`config.mk`:
```
export PLATFORM = sky130hd
export DESIGN_NAME = ctrl_bubble_stage
export DESIGN_NICKNAME = d
export VERILOG_FILES = /design/src/rtl/pipe_ctrl_pkg.sv /design/src/rtl/bubble_countdown.sv /design/src/rtl/ctrl_bubble_stage.sv
export SDC_FILE = /design/constraint.sdc
export NUM_CORES = 1
export LEC_CHECK = 0
export ABC_CLOCK_PERIOD_IN_PS = 3800
export CORE_ASPECT_RATIO = 1.2
export CORE_UTILIZATION = 45
export DETAILED_ROUTE_END_ITERATION = 10
export PLACE_DENSITY = 0.88
export SYNTH_ARGS = -nofsm -noshare
export SYNTH_HDL_FRONTEND = slang
export SYNTH_HIERARCHICAL = 1
export SYNTH_SLANG_ARGS = --single-unit
```
`constraint.sdc`:
```
create_clock -name clk -period 3.8 [get_ports clk]
set_input_delay 0.76 -clock clk [delete_from_list [all_inputs] [get_ports clk]]
set_output_delay 0.76 -clock clk [all_outputs]
set_load 0.005 [all_outputs]
```
`src/rtl/pipe_ctrl_pkg.sv`:
```
// ID/EX control-vector layout shared by decode, hazard and execute.
// Bit indices, default width and the no-op control word.
package pipe_ctrl_pkg;

  localparam int CTRL_W = 10;

  localparam int RWE    = 0;
  localparam int ASRC   = 1;
  localparam int MWR    = 2;
  localparam int OP_LSB = 3;
  localparam int OP_MSB = 6;
  localparam int M2R    = 7;
  localparam int MRD    = 8;
  localparam int BR     = 9;

  localparam logic [CTRL_W-1:0] NOP_CTRL = '0;

  typedef struct packed {
    logic       branch;
    logic       mem_read;
    logic       mem_to_reg;
    logic [3:0] op;
    logic       mem_write;
    logic       alu_src;
    logic       reg_write_en;
  } ctrl_t;

endpackage

```
`src/rtl/bubble_countdown.sv`:
```
// Multi-bubble injection countdown: saturates requests, max-merges
// overlapping ones and reports inj_busy while bubbles remain.
module bubble_countdown #(
  parameter int MAX_BUB = 3,
  parameter int CNT_W   = $clog2(MAX_BUB + 1)
) (
  input  logic             clk,
  input  logic             rst,
  input  logic             flush,
  input  logic             stall,
  input  logic             inj_req,
  input  logic [CNT_W-1:0] inj_cnt,
  output logic             inj_busy,
  output logic             inj_load
);

  localparam logic [CNT_W-1:0] MAX_C = CNT_W'(MAX_BUB);
  localparam logic [CNT_W-1:0] ONE   = CNT_W'(1);

  logic [CNT_W-1:0] cnt;
  logic [CNT_W-1:0] sat;
  logic [CNT_W-1:0] dec;
  logic [CNT_W-1:0] req_left;

  always_comb begin
    sat      = (inj_cnt > MAX_C) ? MAX_C : inj_cnt;
    dec      = (cnt != '0) ? cnt - ONE : '0;
    req_left = (sat != '0) ? sat - ONE : '0;
  end

  assign inj_load = inj_req & (inj_cnt != '0);
  assign inj_busy = (cnt != '0);

  always_ff @(posedge clk) begin
    if (rst) begin
      cnt <= '0;
    end else if (flush) begin
      cnt <= '0;
    end else if (stall) begin
      // no bubble is written while stalled, so keep the full request
      if (inj_load && (sat > cnt)) cnt <= sat;
    end else if (inj_load) begin
      cnt <= (dec > req_left) ? dec : req_left;
    end else begin
      cnt <= dec;
    end
  end

endmodule

```
`src/rtl/ctrl_bubble_stage.sv`:
```
// ID/EX register with hold, bubble, multi-bubble injection and flush.
// Define CTRL_BUBBLE_STATS_EN to add the bubble_total counter port.
module ctrl_bubble_stage #(
  parameter int                CTRL_W   = 10,
  parameter int                DATA_W   = 64,
  parameter logic [CTRL_W-1:0] NOP_CTRL = {CTRL_W{1'b0}},
  parameter int                MAX_BUB  = 3,
  parameter int                CNT_W    = $clog2(MAX_BUB + 1)
) (
  input  logic              clk,
  input  logic              rst,
  input  logic [CTRL_W-1:0] ctrl_in,
  input  logic [DATA_W-1:0] data_in,
  input  logic              valid_in,
  input  logic              stall,
  input  logic              bubble,
  input  logic              inj_req,
  input  logic [CNT_W-1:0]  inj_cnt,
  input  logic              flush,
  output logic [CTRL_W-1:0] ctrl_out,
  output logic [DATA_W-1:0] data_out,
  output logic              valid_out,
  output logic              inj_busy,
  output logic              upstream_hold
`ifdef CTRL_BUBBLE_STATS_EN
  ,
  output logic [31:0]       bubble_total
`endif
);

  import pipe_ctrl_pkg::*;

  logic inj_load;
  logic bub_wr;

  bubble_countdown #(
    .MAX_BUB (MAX_BUB),
    .CNT_W   (CNT_W)
  ) u_cnt (
    .clk      (clk),
    .rst      (rst),
    .flush    (flush),
    .stall    (stall),
    .inj_req  (inj_req),
    .inj_cnt  (inj_cnt),
    .inj_busy (inj_busy),
    .inj_load (inj_load)
  );

  assign bub_wr        = bubble | inj_busy | inj_load;
  assign upstream_hold = stall | inj_busy | inj_load;

  // bubbled slots keep the old payload to avoid toggling data_out
  always_ff @(posedge clk) begin
    if (rst) begin
      ctrl_out  <= NOP_CTRL;
      data_out  <= '0;
      valid_out <= 1'b0;
    end else if (flush) begin
      ctrl_out  <= NOP_CTRL;
      valid_out <= 1'b0;
    end else if (!stall) begin
      if (bub_wr) begin
        ctrl_out  <= NOP_CTRL;
        valid_out <= 1'b0;
      end else begin
        ctrl_out  <= ctrl_in;
        data_out  <= data_in;
        valid_out <= valid_in;
      end
    end
  end

`ifdef CTRL_BUBBLE_STATS_EN
  logic bub_edge;
  assign bub_edge = flush | (!stall & bub_wr);

  always_ff @(posedge clk) begin
    if (rst) begin
      bubble_total <= '0;
    end else if (bub_edge && (bubble_total != '1)) begin
      bubble_total <= bubble_total + 32'd1;
    end
  end
`endif

endmodule

```
# [Word level (Yosys, flattened, before mapping)]
# Cells that the tools add are included.
[word_totals] output_inout_bits=77 in_bits=83 regBits=77 elab_cells=33
[classes] eq_ne=1 n_reduce_logical=6 muxes=9 bitwise=8 n_lt_le_gt_ge=3 add_sub_neg=2
[op_table] op="2-to-1 mux 2 bit" n=7
[op_table] op="2-to-1 mux 10 bit" n=1
[op_table] op="nonzero test 2 bit" n=3
[op_table] op="greater-than comparator 2 bit" n=2
[op_table] op="OR 1 bit" n=4
[op_table] op="subtractor 2 x 1 -> 2 bit (second input constant)" n=2
[op_table] op="inverter 1 bit" n=3
[op_table] op="AND reduction 3 bit" n=1
[op_table] op="greater-than comparator 2 bit (second input constant)" n=1
[op_table] op="!= test 2 x 1 -> 1 bit (second input constant)" n=1
[op_table] op="OR reduction 2 bit" n=1
[op_table] op="AND 1 bit" n=1
[op_table] op="logical AND 1 bit" n=1
[op_table] op="2-to-1 mux 1 bit" n=1

# [Longest topological paths before layout]
# Gate-level depths: netlist (run 1).
[logic_depth] ltp_word=8 depth_mapped=7 mapped_depth_nobuf=7

# [Hierarchy]
# Netlist (run 1), hierarchy kept.
[by_module_without_submodules] mod="ctrl_bubble_stage" area_each_um2=3294.4 cells_per_inst=317 instances=1 seq_area_each_um2=1501.4
[by_module_without_submodules] mod="bubble_countdown" area_each_um2=270.3 cells_per_inst=34 instances=1 seq_area_each_um2=40.0

# [Worst setup path before layout (run 1)]
# OpenSTA, ideal clock, no wires.
[synth_path] kind="input port to output port" start="input inj_cnt[0]" end="output upstream_hold" slack_ps=1752 required_ps=3040 n_path_buf=0 stages=2 arrival_ps=1288 cell_sequence="o21a_4 -> or3_1"
[synth_via] elab_chain_cells=3
[synth_lines] element="from (decl)" line_no="ctrl_bubble_stage.sv:18" text="input logic [CNT_W-1:0] inj_cnt,"
[synth_lines] element="nonzero test 2 bit" line_no="bubble_countdown.sv:31" text="assign inj_load = inj_req & (inj_cnt != '0);"
[synth_lines] element="AND 1 bit" line_no="bubble_countdown.sv:31"
[synth_lines] element="OR 1 bit" line_no="ctrl_bubble_stage.sv:51" text="assign upstream_hold = stall | inj_busy | inj_load;"
[synth_lines] element="to (decl)" line_no="ctrl_bubble_stage.sv:24" text="output logic upstream_hold"
# No other way between the ends.

# [Final worst setup path (run 1)]
[layout_path] start="input inj_cnt[0]" end="output upstream_hold"
[layout_via] elab_chain_cells=3
[layout_lines] element="nonzero test 2 bit" line_no="bubble_countdown.sv:31"
[layout_lines] element="AND 1 bit" line_no="bubble_countdown.sv:31"
[layout_lines] element="net inj_load" line_no="ctrl_bubble_stage.sv:33" text="logic inj_load;"
[layout_lines] element="OR 1 bit" line_no="ctrl_bubble_stage.sv:51"
# The timed path passes the listed nets, and every way through them passes these cells.

==> results of run 1 <==
[layer usage]
layer	vias to the layer above	global-route usage, %
met3	15	7.80
met2	121	35.7
li1	1442	-
met5	-	0
met1	1296	22.7
met4	0	9.02
[metrics by stage]
stage                     std cells  hold WS, ns  area [um^2]  power, uW
after floorplan                 351        0.465         3560        968
after global placement          582        0.457         5120       1100
after detailed placement        582        0.463         5120       1110
after CTS                       597        0.477         5350       1820
after global routing            597        0.497         5350       1880
final                           597        0.470         5350       1800
[synth_stat cells (2+ instances only)]
library cell	instances
sky130_fd_sc_hd__mux2i_1	67
sky130_fd_sc_hd__a22oi_1	11
sky130_fd_sc_hd__o22ai_1	2
sky130_fd_sc_hd__nand2_1	6
sky130_fd_sc_hd__ha_1	5
sky130_fd_sc_hd__dfxtp_1	77
sky130_fd_sc_hd__inv_1	5
sky130_fd_sc_hd__nand2b_1	128
sky130_fd_sc_hd__or3_1	2
sky130_fd_sc_hd__clkbuf_1	17
sky130_fd_sc_hd__nor2_1	13
sky130_fd_sc_hd__buf_12	6
[area by class of cell]
| type | count | area, um^2 | area share, % |
|---|---|---|---|
| multi-input cells | 245 | 1810 | 33.9 |
| clock buffers | 12 | 165 | 3.09 |
| well taps | 92 | 115 | 2.15 |
| repair buffers | 163 | 1630 | 30.5 |
| clock inverters | 3 | 67.6 | 1.26 |
| inverters | 5 | 18.8 | 0.351 |
| flip-flops and latches | 77 | 1540 | 28.8 |
[worst max-delay path by stage]
stage	slack [ns]	endpoint	start	depth (start not counted)
floorplan	1.75	upstream_hold	inj_cnt[0]	2
global placement	0.77	upstream_hold	inj_cnt[0]	4
detailed placement	0.74	upstream_hold	inj_cnt[0]	4
CTS	0.73	upstream_hold	inj_cnt[0]	4
global route	0.66	upstream_hold	inj_cnt[0]	4
finish	0.72	upstream_hold	inj_cnt[0]	4
[critical path: cells and delay by family]
family / cells / cell delay [ns]
buf+inv: 2 / 0.97
simple gates: 1 / 0.30
compound gates: 1 / 0.28
[power groups by stage]
stage          clock network, uW  registers [uW]  logic, uW
5_1_grt                      768             841        273
3_5_place_dp                   0             857        253
3_3_place_gp                   0             856        245
6_report                     706             838        251
4_1_cts                      729             838        254
2_1_floorplan                  0             858        110
[sequential cells by signal (all words and copies together) (netlist names)]
register,flops
data_out,64
ctrl_out,10
u_cnt/cnt,2
valid_out,1
[cell families (layout without fill, tap and decap cells)]
| group | after synthesis | count (layout) | share of synthesized area [%] |
|---|---|---|---|
| simple gates | 154 | 154 | 26.0 |
| flops | 77 | 77 | 43.2 |
| mux | 67 | 67 | 18.8 |
| buf+inv | 29 | 183 | 6.00 |
| compound gates | 19 | 19 | 4.21 |
| fa+ha+maj | 5 | 5 | 1.76 |
==> impl_metrics.ini, run 1 <==
[sta]
timing.final.crit_share_pct = 81.1
worst_clock_skew_on_the_final_layout_ns = 0.00803
setup_viol = 0
timing.fmax_mhz = 325
worst_slew_pin_tran_ns = 1.23
fin_setup_tns_ns = 0
hold_viol_final = 0
grt_setup_unrepaired = false
finalWorstSetupSlack_ns = 0.719
final_worst_path_period_need_ns = 3.08
final-max-slew-violation-count = 0
slew-limit-headroom_pct = 17.9

[floorplanning]
die_w_um = 83.3
initial_utilization_pct = 46.5
site_row_count = 35
floorplan.core_area_um2 = 7660
fp.dieArea_um2 = 8280
floorplan.die.height_um = 99.5
number_of_top_level_design_ports = 160

[final_layout]
area_delta_synth_final_pct = 50.1
final_layout_size_suffix_gt1_share_pct = 5.15
layout.cells.most_common = sky130_fd_sc_hd__clkdlybuf4s50_1
antenna_cells = 0
layout.filler_cells = 578
finalCoreUtilization_pct = 69.8
finish.net_count = 589
mostFrequentLayoutCells = 158 x sky130_fd_sc_hd__clkdlybuf4s50_1, 128 x sky130_fd_sc_hd__nand2b_1, 77 x sky130_fd_sc_hd__dfxtp_1

[setup_path]
slack_of_the_worst_reg_to_reg_path_ns = 1.84
arrival_ns = 2.32
crit_path_end_kind = output pin
worstPathRequired_ns = 3.04
worstReg2RegStart = u_cnt/cnt[1]
worst-setup-path-type = input port to output pin
crit_path_cell_trace = clkdlybuf4s50_1 -> o21a_4 -> or3_1 -> clkdlybuf4s50_1
cp_slowest_stage_delay_ns = 0.52
crit_path_most_repeated_cell = sky130_fd_sc_hd__clkdlybuf4s50_1
r2r_cells = 7
rr_endpoint = data_out[14]
timing.critical_path.fanout_max = 6
worstSetupStartpointType = input port
critical_path_s_slowest_cell = sky130_fd_sc_hd__clkdlybuf4s50_1

[pwr]
clock_power_share_pct = 39.3
peakVddDrop_mv = 0.245
power.share.switching_pct = 21.3
portion_of_total_power_attributed_to_sequential_cells_pct = 46.7
total_internal_power_uw = 1410
power_density_nw_per_um2 = 336
leakagePower_uw = 0.00190
total_switching_power_uw = 382
share_comb_of_total_power_pct = 14.0

[drt]
detailedRoute.firstPassIterationCount = 4
drt-met1-wl_mm = 3.34
route.top_layer_used = met4
vias = 2874
detailroute.wirelength.met2_mm = 4.06
first_iter_violations = 87
detail_route.vias_per_cell = 4.81
met3WireLength_um = 724
remaining_drc_errors = 0
antenna_left = 0
routedWlPerCell_um = 13.9
routed_wl_mm = 8.29

[placed_design]
finalWeightedCongestion = 0.856
post-place-ws_ns = 0.741
dp_hpwl_mm = 6.00
io_buffers = 159

[global_route]
grt_overflow_total = 0
via_count_of_the_first_global_routing_pass = 3045
track_usage_pct = 20.7
grt_max_degree = 108
first_pass_grt_wire_length_mm = 13.7
grt_antenna_before_repair = 0

[synthesis]
synthesis.instances = 351
yosys_warnings = 6
synthFlopType = sky130_fd_sc_hd__dfxtp_1
ys_async_sr_fraction_pct = 0
synth_enable_flop_cells = 0
ys_seq_elements = 77
synth.largest_area_cell = sky130_fd_sc_hd__dfxtp_1
synth.yosys.seq_area_share_pct = 43.2
syn_area_um2 = 3560
synth.area.top_cells = sky130_fd_sc_hd__dfxtp_1 43%, sky130_fd_sc_hd__nand2b_1 22%, sky130_fd_sc_hd__mux2i_1 19%, sky130_fd_sc_hd__buf_12 3.4%, sky130_fd_sc_hd__a22oi_1 2.3%
yosys.cell_types.count = 24
net_count_synth = 439
avgSynthCellArea_um2 = 10.2
netlist.area_leader.share_pct = 43.2

[clocking]
cts_tree = yes
clkSlewWorstSetupHoldPaths_ns = 0.07
postCtsSetupBuffers = 0
holdBufCountCts = 0
clockRootBuffer = sky130_fd_sc_hd__clkbuf_8
max-clock-path-buffers = 2
cts_buffers = 9
cts_resized = 0
cts_max_level = 3
clock_insertion_delay_worst_skew_ns = 0.35
numClockSinks = 77

[job]
cap_viol_max_count = 0

[hold_path]
hold_path_depth = 2
source_of_the_worst_hold_timing_path = data_out[31]
hold-path-endpoint = data_out[31]
timing.hold.worst.class = register to register

[outcome]
status = finished, final reports clean
(Power assumes the default switching activity.)
==> inputs of run 2 (changes only) <==
ABC_CLOCK_PERIOD_IN_PS = 2800   (was 3800)
CORE_UTILIZATION = 38   (was 45)
PLACE_DENSITY = 0.79   (was 0.88)
clock period = 2.8 ns   (was 3.8 ns; I/O delays follow)
==> impl_metrics.ini, run 2 (synthesized netlist as in run 1, its figures left out) <==
[setup_path]
critical_path_s_slowest_cell = sky130_fd_sc_hd__clkdlybuf4s50_1
critical-path-top-delay-family = buffers and inverters
crit_path_most_repeated_cell = sky130_fd_sc_hd__clkdlybuf4s50_1
worstPathRequired_ns = 2.24
cp_slowest_stage_delay_ns = 0.46
crit_path_end_kind = output pin
arrival_ns = 2.01
critPathBufInv = 2
worstReg2RegStart = u_cnt/cnt[0]
worstSetupStartpointType = input port
critical_path.startpoint = inj_cnt[0]
crit_path_cell_trace = clkdlybuf4s50_1 -> o21a_4 -> or3_1 -> clkdlybuf4s50_1
worst-setup-path-type = input port to output pin
timing.critical_path.fanout_max = 4

[global_route]
grt_antenna_before_repair = 0
grt_max_degree = 85
grt_overflow_total = 0
first_pass_grt_wire_length_mm = 13.4
via_count_of_the_first_global_routing_pass = 2920
track_usage_pct = 17.1

[floorplanning]
initial_utilization_pct = 39.3
floorplan.die.height_um = 108
fp.dieArea_um2 = 9770
die_w_um = 90.4
floorplan.core_area_um2 = 9080
site_row_count = 38
number_of_top_level_design_ports = 160

[final_layout]
layout.filler_cells = 793
mostFrequentLayoutCells = 158 x sky130_fd_sc_hd__clkdlybuf4s50_1, 128 x sky130_fd_sc_hd__nand2b_1, 77 x sky130_fd_sc_hd__dfxtp_1
area_delta_synth_final_pct = 52.4
finalCoreUtilization_pct = 59.8
layout.cells.most_common = sky130_fd_sc_hd__clkdlybuf4s50_1
regArea_um2 = 1540
max_flop_register = data_out
largest_registers = data_out (64), ctrl_out (10), u_cnt/cnt (2)
flip_flop_count_of_the_largest_register_after_layout = 64
antenna_cells = 0
layout.cells.non_filler = 630
multiInputGateArea_um2 = 1810
finish.net_count = 593
final_layout_size_suffix_gt1_share_pct = 5.88

[outcome]
status = finished, final reports clean

[clocking]
max-clock-path-buffers = 2
cts_resized = 0
cts_max_level = 3
cts_buffers = 9
clockRootBuffer = sky130_fd_sc_hd__clkbuf_8
clkSlewWorstSetupHoldPaths_ns = 0.08
holdBufCountCts = 0
postCtsSetupBuffers = 0
cts_tree = yes
clock_insertion_delay_worst_skew_ns = 0.34
numClockSinks = 77

[sta]
hold_viol_final = 0
worst_slew_pin_tran_ns = 0.997
slew-limit-headroom_pct = 33.5
worst_clock_skew_on_the_final_layout_ns = 0.00676
timing.final.crit_share_pct = 91.7
timing.fmax_mhz = 389
timing.hold.ws_ns = 0.474
final_worst_path_period_need_ns = 2.57
grt_setup_unrepaired = false
fin_setup_tns_ns = 0
final-max-slew-violation-count = 0
setup_viol = 0

[hold_path]
timing.hold.worst.class = register to register
source_of_the_worst_hold_timing_path = data_out[11]

[pwr]
peakVddDrop_mv = 0.356
leakagePower_uw = 0.00192
power_density_nw_per_um2 = 457
finalPower_uw = 2480

[placed_design]
finalWeightedCongestion = 0.793
place.detailed.instances = 614
dp_hpwl_mm = 6.03
io_buffers = 159

[drt]
antenna_left = 0
first_iter_violations = 85
routedWlPerCell_um = 13.2
remaining_drc_errors = 0
routed_wl_mm = 8.32
vias = 2941
detail_route.vias_per_cell = 4.67
detailedRoute.firstPassIterationCount = 4

[job]
cap_viol_max_count = 0
-- run 2: through the flow --
step                      instance area, um^2  setup slack [ns]
after floorplan                          3560              1.10
after global placement                   5190             0.228
after detailed placement                 5190             0.230
after CTS                                5430             0.229
after global routing                     5430             0.206
final                                    5430             0.231
-- run 2: worst min-delay path, cell delays in order, from the launching register on --
cell and delay [ns]:
sky130_fd_sc_hd__dfxtp_1 0.32, sky130_fd_sc_hd__nand2b_1 0.06, sky130_fd_sc_hd__mux2i_1 0.06
-- run 2: power breakdown --
group          internal (uW)  switching, uW  total (uW)  leakage, uW
sequential              1120           15.4        1140     0.000623
combinational            230            115         345      0.00118
clock                    593            408        1000     0.000116
-- run 2: area by class of cell --
cell class | count | area share, %
multi-input cells | 245 | 33.3
repair buffers | 167 | 30.8
flip-flops and latches | 77 | 28.4
well taps | 120 | 2.76
clock buffers | 10 | 2.35
clock inverters | 6 | 2.05
inverters | 5 | 0.345
-- run 2: path summary, 6_finish.rpt --
check / to / slack, ns / depth (start not counted)
worst max-delay path: upstream_hold / 0.23 / 4
worst min-delay path: data_out[11] / 0.47 / 2
worst max register to register: data_out[49] / 1.10 / 6
worst min register to register: data_out[11] / 0.47 / 2
-- run 2: layer usage --
| metal | vias to the layer above | wire length [um] | GRT usage (%) | part of all wire (%) |
|---|---|---|---|---|
| li1 | 1454 | - | - | - |
| met1 | 1369 | 3450 | 18.7 | 41 |
| met2 | 108 | 4110 | 30.6 | 49 |
| met3 | 10 | 622 | 5.20 | 7.5 |
| met4 | 0 | 139 | 7.95 | 1.7 |
| met5 | - | 0 | 0 | 0 |
==> inputs of run 3 (changes only) <==
SLEW_MARGIN = 15   (was unset)
==> results of run 3 <==
No change in the layout: final DEF, timing and power equal those of run 2.
